===== src/rtl/mult_div_ctrl.sv =====
// mult_div_ctrl
//   Multicycle signed MULT/DIV sequencer for the MIPS datapath. Owns the HI
//   and LO registers. A start pulse launches a DATA_W-cycle iteration. The
//   cycle after the last iteration shows a one-cycle done pulse, and hi/lo
//   already hold the new result in that cycle.
//
// Ports
//   clk        in   1       clock, rising edge
//   reset      in   1       synchronous, active-high; clears all state
//   mult_start in   1       1-cycle pulse: begin signed a*b
//   div_start  in   1       1-cycle pulse: begin signed a/b (mult_start wins)
//   a          in   DATA_W  multiplicand / dividend, sampled on the start edge
//   b          in   DATA_W  multiplier / divisor, sampled on the start edge
//   hi         out  DATA_W  product[2W-1:W] or remainder
//   lo         out  DATA_W  product[W-1:0] or quotient
//   busy       out  1       operation in flight (MULT, DIV or DONE)
//   done       out  1       1-cycle result pulse
//   div_zero   out  1       coincident with done when the divisor was zero
module mult_div_ctrl #(
    parameter int unsigned DATA_W = 32
) (
    input  logic              clk,
    input  logic              reset,
    input  logic              mult_start,
    input  logic              div_start,
    input  logic [DATA_W-1:0] a,
    input  logic [DATA_W-1:0] b,
    output logic [DATA_W-1:0] hi,
    output logic [DATA_W-1:0] lo,
    output logic              busy,
    output logic              done,
    output logic              div_zero
);

    localparam int unsigned CNT_W = $clog2(DATA_W);
    localparam int unsigned ACC_W = 2 * DATA_W + 1;
    localparam logic [CNT_W-1:0] CNT_LAST = CNT_W'(DATA_W - 1);

    typedef enum logic [1:0] {
        S_IDLE,
        S_MULT,
        S_DIV,
        S_DONE
    } state_t;

    state_t            state_q, state_d;
    logic [CNT_W-1:0]  cnt_q,   cnt_d;
    // Shared working register.
    //   MULT: {A, Q, q_-1}.
    //   DIV:  {remainder, quotient, unused}.
    logic [ACC_W-1:0]  acc_q,   acc_d;
    logic [DATA_W-1:0] m_q,     m_d;     // multiplicand, or divisor magnitude
    logic [DATA_W-1:0] hi_q,    hi_d;
    logic [DATA_W-1:0] lo_q,    lo_d;
    logic              qneg_q,  qneg_d;  // quotient must be negated
    logic              rneg_q,  rneg_d;  // remainder must be negated
    logic              dz_q,    dz_d;

    logic [DATA_W-1:0] abs_a, abs_b;
    logic [DATA_W:0]   booth_sum;
    logic [ACC_W-1:0]  booth_next;
    logic [DATA_W:0]   div_shift, div_trial;
    logic [ACC_W-1:0]  div_next;
    logic [DATA_W-1:0] q_mag, r_mag;

    assign abs_a = a[DATA_W-1] ? -a : a;
    assign abs_b = b[DATA_W-1] ? -b : b;

    // The Booth add/subtract is done one bit wider than A, and the shift
    // takes its result from that wider sum. -2^(W-1) * -2^(W-1) would
    // otherwise overflow A on the final subtract.
    always_comb begin
        booth_sum = {acc_q[ACC_W-1], acc_q[ACC_W-1 -: DATA_W]};
        case (acc_q[1:0])
            2'b01:   booth_sum = booth_sum + {m_q[DATA_W-1], m_q};
            2'b10:   booth_sum = booth_sum - {m_q[DATA_W-1], m_q};
            default: booth_sum = booth_sum;
        endcase
        booth_next = {booth_sum, acc_q[DATA_W:1]};
    end

    // One restoring step: shift the quotient MSB into the remainder, then
    // subtract the divisor if it fits.
    always_comb begin
        div_shift = {acc_q[ACC_W-1 -: DATA_W], acc_q[DATA_W]};
        div_trial = div_shift - {1'b0, m_q};
        if (div_trial[DATA_W]) begin
            div_next = {div_shift[DATA_W-1:0], acc_q[DATA_W-1:1], 1'b0, 1'b0};
        end else begin
            div_next = {div_trial[DATA_W-1:0], acc_q[DATA_W-1:1], 1'b1, 1'b0};
        end
        q_mag = div_next[DATA_W:1];
        r_mag = div_next[ACC_W-1 -: DATA_W];
    end

    always_comb begin
        state_d = state_q;
        cnt_d   = cnt_q;
        acc_d   = acc_q;
        m_d     = m_q;
        hi_d    = hi_q;
        lo_d    = lo_q;
        qneg_d  = qneg_q;
        rneg_d  = rneg_q;
        dz_d    = dz_q;

        case (state_q)
            S_IDLE: begin
                if (mult_start) begin
                    state_d = S_MULT;
                    cnt_d   = '0;
                    dz_d    = 1'b0;
                    acc_d   = {{DATA_W{1'b0}}, b, 1'b0};
                    m_d     = a;
                end else if (div_start) begin
                    cnt_d   = '0;
                    acc_d   = {{DATA_W{1'b0}}, abs_a, 1'b0};
                    m_d     = abs_b;
                    qneg_d  = a[DATA_W-1] ^ b[DATA_W-1];
                    rneg_d  = a[DATA_W-1];
                    if (b == '0) begin
                        state_d = S_DONE;
                        dz_d    = 1'b1;
                    end else begin
                        state_d = S_DIV;
                        dz_d    = 1'b0;
                    end
                end
            end
            S_MULT: begin
                acc_d = booth_next;
                if (cnt_q == CNT_LAST) begin
                    state_d = S_DONE;
                    hi_d    = booth_next[ACC_W-1 -: DATA_W];
                    lo_d    = booth_next[DATA_W:1];
                end else begin
                    cnt_d = cnt_q + CNT_W'(1);
                end
            end
            S_DIV: begin
                acc_d = div_next;
                if (cnt_q == CNT_LAST) begin
                    state_d = S_DONE;
                    hi_d    = rneg_q ? -r_mag : r_mag;
                    lo_d    = qneg_q ? -q_mag : q_mag;
                end else begin
                    cnt_d = cnt_q + CNT_W'(1);
                end
            end
            S_DONE: begin
                state_d = S_IDLE;
            end
            default: begin
                state_d = S_IDLE;
            end
        endcase
    end

    always_ff @(posedge clk) begin
        if (reset) begin
            state_q <= S_IDLE;
            cnt_q   <= '0;
            acc_q   <= '0;
            m_q     <= '0;
            hi_q    <= '0;
            lo_q    <= '0;
            qneg_q  <= 1'b0;
            rneg_q  <= 1'b0;
            dz_q    <= 1'b0;
        end else begin
            state_q <= state_d;
            cnt_q   <= cnt_d;
            acc_q   <= acc_d;
            m_q     <= m_d;
            hi_q    <= hi_d;
            lo_q    <= lo_d;
            qneg_q  <= qneg_d;
            rneg_q  <= rneg_d;
            dz_q    <= dz_d;
        end
    end

    assign hi       = hi_q;
    assign lo       = lo_q;
    assign busy     = (state_q != S_IDLE);
    assign done     = (state_q == S_DONE);
    assign div_zero = (state_q == S_DONE) && dz_q;

endmodule

===== config.mk =====
export PLATFORM = sky130hd
export DESIGN_NAME = mult_div_ctrl
export DESIGN_NICKNAME = d
export VERILOG_FILES = /design/src/rtl/mult_div_ctrl.sv
export SDC_FILE = /design/constraint.sdc
export NUM_CORES = 1
export LEC_CHECK = 0
export CORE_MARGIN = 2
export CORE_UTILIZATION = 40
export CTS_CLUSTER_DIAMETER = 120
export DETAILED_ROUTE_END_ITERATION = 12
export GPL_TIMING_DRIVEN = 0
export MAX_ROUTING_LAYER = met4
export PLACE_DENSITY = 0.66
export SYNTH_ARGS = -nofsm -noshare
export SYNTH_HDL_FRONTEND = slang
export SYNTH_SLANG_ARGS = --single-unit

===== constraint.sdc =====
create_clock -name clk -period 6.45 [get_ports clk]
set_input_delay 1.935 -clock clk [delete_from_list [all_inputs] [get_ports clk]]
set_output_delay 1.935 -clock clk [all_outputs]
set_load 0.1 [all_outputs]

==> metrics.txt <==
Yosys reg bits=171; worst r2r src=m_q[0]$_SDFFE_PP0P_; CP Launch Type=register; Slew headroom=0.321; GP Congestion=~1.1; Async SR Flop Fraction=0; Sw Pwr=about 3800 uW; Fin. Hold Viols=0; Post-synth EDFFs=0; CTS tree=yes; total clock sinks=171; die height=between 200 and 250 um; Req. time, crit path=about 6.8 ns; I/O pin count=between 100 and 150; CP max-delay cell=or4_1; Antenna Nets Post-Route=0; Yosys top cell by area=dfxtp_1; Sw Ratio=0.529; DIE WIDTH=approximately 200 um; top-area cell type share of the netlist area=0.219; initial core utilization=0.405; TritonCTS buffer count=17; core area=0.0386 mm^2; first-pass GRT wire length=102000 um; Worst Setup Slack, final=0.170 ns; Setup Skew=0.0104 ns; CTS Root Cell=clkbuf_16; CP Class=reg2reg; Max Freq=159 MHz; proportion of power drawn by combinational gates=0.637; total gr overflow=0; Critical Path Source=m_q[0]$_SDFFE_PP0P_; Slew Viols, Final=0; area delta synth->final=17.5%; Worst setup EP type=register; Least-Margin Pin Slew=about 1.0 ns; Syn Area/Cell=7.23 um^2; WL/cell=between 20 and 25 um; row cnt=approximately 70; full die area=between 0.04 and 0.05 mm^2; HP Class=reg2reg; Reg clk slew, reported paths=roughly 0.080 ns; # H-tree levels=4; warnings from Yosys=0; Seq/Total Area, Yosys=0.219; vias in the first global route=roughly 17000; HPWL after detailed placement=55700 um; final net count=2463; Tcrit/Tclk final=0.974; pre-CTS setup slack=-1.24 ns; post-layout power=7170 uW; status=finished, final reports clean; syn nets=2308; sequential share of power=0.196; Iter 0 DRT Violations=1812; Worst Hold Slack=0.457 ns; Distinct cells, synth=83; initial antenna violation count=1; post-route design area=between 0.015 and 0.02 mm^2; DRC viols=0; Pint=3370 uW; ranking of synthesized cells by area=dfxtp_1 (22%), xnor2_1 (6.8%), a21oi_1 (6.2%); CP delay by family, top=simple AND/OR/NAND/NOR gates; hold_sp=lo[19]$_SDFFE_PP0P_; Clk pwr share=0.167; static leakage=about 0.007 uW; max_cap viols=0; pin count of the biggest net entering global routing=17; largest stage delay on the critical path=0.55 ns; Max Fanout on Critical Path=10; fraction of layout instances using a drive strength above 1=0.0403; final setup fails=0; port buffer count=132; Routed WL=slightly below 70000 um; Netlist Area Pre-Place=between 0.015 and 0.02 mm^2; Layout Utilization=0.476; via density per instance=6.24; Initial DRT Pass Iterations=7; Max Buffers Root-to-Sink=2; DP Area=around 0.018 mm^2; Peak supply drop=0.275 mV; top_reg_cell synth=dfxtp_1; Total GRT Usage=0.342; WP buf/inv=7; Final min period=roughly 6.3 ns; vias=17800; Pwr Density=390 mW/mm^2; synthesized instance count=2162; WP data arrival=approximately 6.6 ns; Clock Latency Late Sink=0.46 ns
[flip-flops by register name, indices dropped and copies added, names as in the netlist]
register,flops
cnt_q,5
hi,32
rneg_q,1
qneg_q,1
dz_q,1
acc_q,65
m_q,32
state_q,2
lo,32
[worst paths after layout]
check | endpoint | slack, ns | cells past startpoint
setup / recovery | hi[30]$_SDFFE_PP0P_ | 0.17 | 25
hold / removal | lo[19]$_SDFFE_PP0P_ | 0.46 | 2
hold reg to reg | lo[19]$_SDFFE_PP0P_ | 0.46 | 2
setup reg to reg | hi[30]$_SDFFE_PP0P_ | 0.17 | 25
[power by group through the flow]
stage	clock network (uW)	logic (uW)	registers (uW)
floorplan	0	3070	1310
global placement	0	4340	1410
detailed placement	0	4370	1410
CTS	1200	4430	1390
global route	1240	4910	1410
finish	1200	4570	1400
[metal layers]
metal	GRT usage	part of all wire
met5	-	0
met4	0.202	0.065
met3	0.0337	0.062
met2	0.553	0.46
met1	0.413	0.41
[worst register-to-register path: cells and delay by family, from the launching register on]
family                   cells  cell delay (ns)
AND/OR/NAND/NOR              7             1.81
adder cells (fa/ha/maj)      3             0.91
XOR/XNOR                     1             0.23
buffers and inverters        7             1.33
AO/OA/AOI/OAI                5             1.06
multiplexers                 2             0.39
flip-flops                   1             0.45
[synthesized netlist by cell type, types with 22 or more instances]
cell type	number
o21ai_0	116
nor3_1	52
nor2_1	260
nand3_1	27
a211o_1	22
a31oi_1	23
a21oi_1	195
dfxtp_1	171
nand2_1	225
a22oi_1	29
xnor2_1	121
a221oi_1	41
o31ai_1	44
ha_1	76
inv_1	73
a211oi_1	60
mux2i_1	50
xor2_1	69
clkbuf_1	137
[layout by cell type (no fill, tap or decap), types with 60 or more instances in the layout]
cell type        count
a211oi_1            60
a21oi_1            194
clkbuf_1           137
clkdlybuf4s50_1    132
dfxtp_1            170
ha_1                75
inv_1               73
nand2_1            225
nor2_1             260
o21ai_0            116
xnor2_1            121
xor2_1              69
[cells by family (layout without fill, tap and decap cells)]
logic type	count (synthesis)	in the layout	share of synthesized area
simple gates	726	726	0.214
compound gates	704	704	0.300
buf+inv	234	402	0.0578
xor+xnor	191	191	0.107
flops	171	171	0.219
fa+ha+maj	78	78	0.0634
mux	58	58	0.0381
other cells	0	1	0
[timing repair]
| item | CTS | global route |
|---|---|---|
| setup endpoints to repair | 17 | 6 |
| gates resized for setup | 13 | 5 |
| hold buffers | 0 | 0 |
| setup buffers | 2 | 2 |
| pin swaps | 0 | 1 |
[per-stage QoR]
stage                     std cells  TNS [ns]
final                          2849         0
after global routing           2849   -0.0279
after CTS                      2846         0
after detailed placement       2812    -12.30
after global placement         2812    -13.30
after floorplan                2162         0
[layout make-up]
cell class / count / area (um^2)
diodes: 1 / 2.50
plain buffers: 159 / 637
clock buffers: 20 / 457
clock inverters: 12 / 201
fillers: 3977 / 20300
inverters: 75 / 284
multi-input cells: 1757 / 11400
flip-flops and latches: 171 / 3430
well taps: 518 / 648
repair buffers: 136 / 1350
No activity file was read; power rests on OpenSTA's default activity.
